==> src/rtl/pixcomp_pipe.sv <==
// Pipelined pattern/data comparator for the blitter: per-lane compare, pixel merge,
// two-stage elastic valid/ready pipeline and a saturating hit counter.
module pixcomp_pipe #(
  parameter int unsigned LANES  = 8,
  parameter int unsigned LANE_W = 8,
  parameter int unsigned CNT_W  = 16
) (
  input  logic                    clk,
  input  logic                    resetl,
  input  logic                    in_valid,
  output logic                    in_ready,
  input  logic                    cmpdst,
  input  logic [1:0]              pixsize,
  input  logic                    invert,
  input  logic                    pat_ld,
  input  logic [LANES*LANE_W-1:0] patd,
  input  logic [LANES*LANE_W-1:0] srcd,
  input  logic [LANES*LANE_W-1:0] dstd,
  output logic                    out_valid,
  input  logic                    out_ready,
  output logic [LANES-1:0]        dcomp,
  output logic                    any_hit,
  input  logic                    cnt_clr,
  output logic [CNT_W-1:0]        hit_cnt
);

  localparam int unsigned DW = LANES * LANE_W;

  logic [DW-1:0]    pat_q;
  logic             s1_valid;
  logic [LANES-1:0] s1_eq;
  logic [1:0]       s1_pixsize;
  logic             s1_invert;

  logic             s2_ready;
  logic             s1_move;
  logic             accept;
  logic             hit_xfer;
  logic [DW-1:0]    tar_c;
  logic [LANES-1:0] lane_eq_c;
  logic [LANES-1:0] pix_eq_c;
  logic [LANES-1:0] dcomp_c;

  // Elastic handshake: each stage advances when its successor empties or transfers
  assign s2_ready = !out_valid || out_ready;
  assign s1_move  = s1_valid && s2_ready;
  assign in_ready = !s1_valid || s1_move;
  assign accept   = in_valid && in_ready;
  assign hit_xfer = out_valid && out_ready && any_hit;

  // Stage 1 compare: target selection and per-lane equality against the held pattern
  always_comb begin
    tar_c     = cmpdst ? dstd : srcd;
    lane_eq_c = '0;
    for (int unsigned i = 0; i < LANES; i++) begin
      lane_eq_c[i] = (pat_q[i*LANE_W +: LANE_W] == tar_c[i*LANE_W +: LANE_W]);
    end
  end

  // Stage 2 merge: a lane's pixel is every lane sharing its index >> pixsize
  always_comb begin
    pix_eq_c = '1;
    for (int unsigned i = 0; i < LANES; i++) begin
      for (int unsigned j = 0; j < LANES; j++) begin
        if ((j >> s1_pixsize) == (i >> s1_pixsize)) begin
          pix_eq_c[i] = pix_eq_c[i] & s1_eq[j];
        end
      end
    end
    dcomp_c = pix_eq_c ^ {LANES{s1_invert}};
  end

  // Pattern register; a beat accepted alongside pat_ld still sees the old value
  always_ff @(posedge clk or negedge resetl) begin
    if (!resetl) begin
      pat_q <= '0;
    end else if (pat_ld) begin
      pat_q <= patd;
    end
  end

  always_ff @(posedge clk or negedge resetl) begin
    if (!resetl) begin
      s1_valid   <= 1'b0;
      s1_eq      <= '0;
      s1_pixsize <= 2'd0;
      s1_invert  <= 1'b0;
    end else if (in_ready) begin
      s1_valid <= in_valid;
      if (in_valid) begin
        s1_eq      <= lane_eq_c;
        s1_pixsize <= pixsize;
        s1_invert  <= invert;
      end
    end
  end

  always_ff @(posedge clk or negedge resetl) begin
    if (!resetl) begin
      out_valid <= 1'b0;
      dcomp     <= '0;
      any_hit   <= 1'b0;
    end else if (s2_ready) begin
      out_valid <= s1_valid;
      if (s1_valid) begin
        dcomp   <= dcomp_c;
        any_hit <= |dcomp_c;
      end
    end
  end

  // Saturating hit counter; clear wins over a same-cycle increment
  always_ff @(posedge clk or negedge resetl) begin
    if (!resetl) begin
      hit_cnt <= '0;
    end else if (cnt_clr) begin
      hit_cnt <= '0;
    end else if (hit_xfer && (hit_cnt != {CNT_W{1'b1}})) begin
      hit_cnt <= hit_cnt + CNT_W'(1);
    end
  end

endmodule

==> config.mk <==
export PLATFORM = sky130hd
export DESIGN_NAME = pixcomp_pipe
export DESIGN_NICKNAME = d
export VERILOG_FILES = /design/src/rtl/pixcomp_pipe.sv
export SDC_FILE = /design/constraint.sdc
export NUM_CORES = 1
export LEC_CHECK = 0
export CORE_UTILIZATION = 45
export CTS_BUF_LIST = sky130_fd_sc_hd__clkbuf_4 sky130_fd_sc_hd__clkbuf_8
export CTS_CLUSTER_DIAMETER = 200
export DETAILED_ROUTE_END_ITERATION = 10
export GPL_TIMING_DRIVEN = 0
export PLACE_DENSITY = 0.81
export SYNTH_ARGS = -nofsm -noshare
export SYNTH_HDL_FRONTEND = slang
export SYNTH_SLANG_ARGS = --single-unit
==> constraint.sdc <==
create_clock -name clk -period 1.9 [get_ports clk]
set_input_delay 0.19 -clock clk [delete_from_list [all_inputs] [get_ports clk]]
set_output_delay 0.19 -clock clk [all_outputs]
set_load 0.005 [all_outputs]
After elaboration in Yosys (flattened, before gate mapping)
Cells that the tools add are included.
{"block": "totals", "inputBits": 202, "wordCells": 211, "output_inout_bits": 27, "reg_bits": 102}
{"block": "classes", "n_addsub": 1, "mux": 59, "n_bitwise": 57, "shift": 8, "reduce_logical": 12, "eq_ne": 65}
{"operator": "== test 32 bit", "count": 56}
{"operator": ">> shifter 3 x 2 -> 32 bit (first input constant)", "count": 4}
{"operator": "== test 8 bit", "count": 8}
{"operator": "two-way mux 64 bit", "count": 1}
{"operator": ">> shifter 1 x 2 -> 32 bit (first input constant)", "count": 2}
{"operator": ">> shifter 2 x 2 -> 32 bit (first input constant)", "count": 2}
{"operator": "bitwise AND 1 bit", "count": 56}
{"operator": "two-way mux 1 bit", "count": 56}
{"operator": "two-way mux 16 bit", "count": 2}
{"operator": "adder 16 x 1 -> 16 bit (second input constant)", "count": 1}
{"operator": "inequality test 16 bit (second input constant)", "count": 1}
{"operator": "OR reduction 8 bit", "count": 1}
{"operator": "XOR 8 bit", "count": 1}
{"operator": "logical AND 1 bit", "count": 4}
{"operator": "AND reduction 2 bit", "count": 2}
{"operator": "logical NOT 1 bit", "count": 2}
{"operator": "logical OR 1 bit", "count": 2}
{"operator": "nonzero test 2 bit", "count": 1}

Logic depth before layout (Yosys ltp)
Gate-level depths: netlist (run 1).
{"block": "depth", "depth_word": 18, "depth_mapped": 7}

Least setup slack after synthesis (run 1)
Ideal clock, no wire load.
{"block": "synth_timing", "kind": "register -> register", "from": "register hit_cnt[0]", "to": "register hit_cnt[9]", "stages_incl_launch_ff": 7, "t_required_ns": 1.768, "period_less_slack_ns": 1.746, "t_arrival_ns": 1.615, "slack_ns": 0.154, "setup_time_ns": 0.132, "path_cell_list": "dfrtp_1 -> ha_1 -> and3_1 -> a2111oi_4 -> nand3_1 -> xor2_1 -> nor2_1"}
{"block": "synth_via", "elab_chain_cells": 3, "word_cells_on_any_way": 6, "cone_classes": "add/sub: 1; eq/ne: 1; mux: 2; reduce/logical: 2"}
{"element": "from (decl)", "line": "24", "text": "output logic [CNT_W-1:0] hit_cnt"}
{"element": "from (signal assigned)", "line": "119", "text": "hit_cnt <= hit_cnt + CNT_W'(1);"}
{"element": "adder 16 x 1 -> 16 bit or inequality test 16 bit (tied branches)", "line": "119, 118"}
{"element": "two-way mux 16 bit or logical AND 1 bit (tied branches)", "line": "118", "text": "end else if (hit_xfer && (hit_cnt != {CNT_W{1'b1}})) begin"}
{"element": "two-way mux 16 bit or nonzero test 2 bit (tied branches)"}
Parallel ways exist; a longest one is shown, timed or not. The select of a mux whose other input is x is not followed.
A chain may end at the register's enable or synchronous reset.

Worst setup path after layout (run 1)
{"block": "layout_timing", "from": "register hit_cnt[1]", "to": "register hit_cnt[9]"}
Same word-level chain as after synthesis.

==> results of run 1 <==
[where the power goes]
group	switching [W]	total, W	internal (W)
clock	0.000798	0.00143	0.000633
combinational	0.000521	0.00135	0.000827
sequential	0.000144	0.00251	0.00237
total	0.00146	0.00529	0.00383
[metal layers]
layer	up-vias	track usage	wire length, µm	part of all wire
li1	2243	-	-	-
met1	2320	0.2801	6066	0.38
met2	184	0.4630	8454	0.53
met3	33	0.06406	1033	0.065
met4	0	0.1030	423	0.026
met5	-	0	0	0
[synthesized netlist by cell type, drive strengths merged, types with 2 or more instances]
cell type	number	area, µm²
dfrtp	102	2552
xor2	79	691.9
mux2	67	754.5
mux2i	66	660.6
nand2	30	117.6
nor2	22	90.09
nand4	21	131.4
o21ai	15	75.07
clkbuf	12	47.55
buf	10	47.55
a21oi	9	45.04
o31ai	9	67.56
nand3	6	30.03
xnor2	6	52.55
and3	5	37.54
inv	5	18.77
nand2b	5	31.28
a211oi	3	27.52
and4	3	31.28
a2111oi	2	55.05
nand3b	2	15.01
nor3	2	10.01
[worst paths after layout]
path / to / slack, ns / start / cells past startpoint
max: hit_cnt[9] / 0.1 / hit_cnt[1] / 6
min reg2reg: dcomp[0] / 0.49 / dcomp[0] / 2
min in group asynchronous: hit_cnt[5] / 0.33 / resetl / 2
min: hit_cnt[2] / 0.14 / cnt_clr / 2
max reg2reg: hit_cnt[9] / 0.1 / hit_cnt[1] / 6
max in group asynchronous: pat_q[25] / 0.87 / resetl / 3
[area by class of cell]
type	instances	area, µm²
fillers	941	3707
multi-input cells	364	3064
flip-flops and latches	102	2557
repair buffers	236	2355
well taps	168	210.2
clock buffers	10	131.4
plain buffers	22	96.34
clock inverters	6	71.32
inverters	5	18.77
[flip-flops by register name, summed over array words and instances, names as in the netlist]
register,flops
any_hit,1
s1_valid,1
hit_cnt,16
dcomp,8
s1_pixsize,2
s1_invert,1
pat_q,64
s1_eq,8
out_valid,1
[per-stage QoR]
stage | instance area, µm² | TNS, ns | instances | hold WS, ns
after floorplan | 5713 | 0 | 493 | -0.1056
final | 8504 | 0 | 913 | 0.1393
after global routing | 8504 | -0.06245 | 913 | 0.1359
after CTS | 8413 | 0 | 904 | 0.1203
after detailed placement | 8200 | -1.401 | 887 | 0.2058
after global placement | 8175 | -325.94 | 886 | 0.4651
[worst register-to-register path, cell delays in order (launching register included)]
cell       delay (ns)
dfrtp_1          0.45
ha_4             0.21
and3_4           0.18
a2111oi_4        0.47
nand3_1          0.15
xor2_1           0.19
nor2_1           0.05
[cell usage in the layout (no fill, tap or decap), types with 10 or more instances in the layout]
cell type | synthesis | final
clkdlybuf4s50_1 | 0 | 224
dfrtp_1 | 102 | 98
xor2_1 | 79 | 79
mux2_2 | 67 | 67
mux2i_1 | 66 | 66
nand2_1 | 28 | 28
nor2_1 | 21 | 21
nand4_1 | 21 | 21
o21ai_0 | 14 | 14
buf_4 | 0 | 10
[kinds of logic after synthesis]
kind of cell,count (synthesis),share of synthesized area
buffers and inverters,27,0.01993
multiplexers,133,0.2477
AND/OR/NAND/NOR,101,0.09352
AO/OA/AOI/OAI,44,0.05957
adder cells (fa/ha/maj),1,0.002190
flip-flops,102,0.4468
XOR/XNOR,85,0.1303
[timing repair]
| item | 4_1_cts | 5_1_grt |
|---|---|---|
| endpoints found under the hold margin | 38 | 0 |
| setup endpoints to repair | 1 | 11 |
| pin swaps | 1 | 4 |
| gates resized for setup | 0 | 9 |
| setup buffers | 0 | 9 |
| hold buffers | 1 | 0 |
==> run_results.csv, run 1 <==
group,metric,value,unit
status,status,"complete, no violations",
floorplanning,fp.coreArea,12210,µm²
power,p_per_area,622.1,nW/µm²
synth,syn-cell-area,5713,µm²
timing,fmax,555.3,MHz
global_route,grt_pass1_wl,24610,µm
global_route,track_usage,0.2535,
clock_tree,cts_sinks,102,
detailed_routing,wl_per_cell,17.50,µm
clock_tree,cts_buffers,9,
final_layout,fin_nets,943,
timing,finalCriticalPeriod,1.801,ns
timing,worst_slack,0.09919,ns
timing,relSlewSlack,0.6253,
detailed_routing,drt_iter0_markers,158,
power,irDropWorstVdd,0.0004550,V
clock_tree,clock_latency,0.38,ns
floorplanning,initial_core_util,0.4678,
place,dp_slack,-0.1767,ns
timing,slew_violations,0,
floorplanning,core.rowCount,40,
min_path,hp-class,"in -> reg",
critical_path,worstSetupEndpointType,"flop",
critical_path,critical-path-max-stage-delay,0.47,ns
power,leakagePower,3.555,nW
timing,fin_crit_sh,0.9478,
place,gp_congestion,0.8346,
final_layout,drive_gt1_frac,0.1664,
global_route,grt_max_degree,65,
critical_path,start_kind,"flop",
critical_path,critPathSlowestCell,"a2111oi_4",
synth,synth_seq_area_share,0.4468,
synth,synth_edf_count,0,
critical_path,path_cells,"ha_4, and3_4, a2111oi_4, nand3_1, xor2_1, nor2_1",
synth,yosysWarnings,0,
global_route,grt-ovfl-total,0,
global_route,antenna_found_initial,0,
final_layout,finish.utilization,0.6964,
detailed_routing,route.final.wire_length,15980,µm
critical_path,critical-path-top-delay-family,"compound AO/OA/AOI/OAI gates",
detailed_routing,vias,4780,
synth,synth-seq-cells,102,
timing,fin_skew,0.01228,ns
floorplanning,dieArea,13150,µm²
detailed_routing,viasPerCell,5.235,
flow_run,timing.max_cap.violations,0,
clock_tree,clock_path_buffers,2,
critical_path,worstPathArrival,2.07,ns
final_layout,antenna_cells_inserted,0,
synth,avgSynthCellArea,11.59,µm²
synth,synthArstFlopShare,1.000,
place,port_buffers,225,
detailed_routing,route.detailed.drc,0,
detailed_routing,antenna_left,0,
floorplanning,io_pins,229,
timing,finalSetupViolCount,0,
floorplanning,die_y,114.7,µm
timing,hold_viol,0,
synth,synthCells,493,
global_route,grt_pass1_vias,4990,
critical_path,criticalPathCategory,"reg -> reg",
place,dp_hpwl,12430,µm
critical_path,cp_num_buf_inv,0,
critical_path,critPathRequiredTime,2.17,ns
timing,tightest_slew,0.5620,ns
timing,rsz0062_at_grt,"yes",
power,finalPower,0.005291,W
floorplanning,die_x,114.7,µm
critical_path,worstPathMaxFanout,5,
clock_tree,cts_tree,"yes",
synth,ys_types,43,
final_layout,area_growth,48.86,%
detailed_routing,firstDrtPassIters,4,
clock_tree,cts.htree.levels,3,
clock_tree,cts_root_buf,"clkbuf_8",
clock_tree,clk_pin_slew_worst_paths,0.10,ns
synth,ys.flop_type,"dfrtp_1",
synth,synth_nets,696,
No activity file was read; power rests on OpenSTA's default activity.
==> run 2, diff against run 1 <==
--- a/config.mk
+++ b/config.mk
@@ -14,3 +14,4 @@
 export SYNTH_ARGS = -nofsm -noshare
 export SYNTH_HDL_FRONTEND = slang
 export SYNTH_SLANG_ARGS = --single-unit
+export TNS_END_PERCENT = 30
==> results of run 2 <==
Final layout, timing and power as in run 1 (identical DEF).
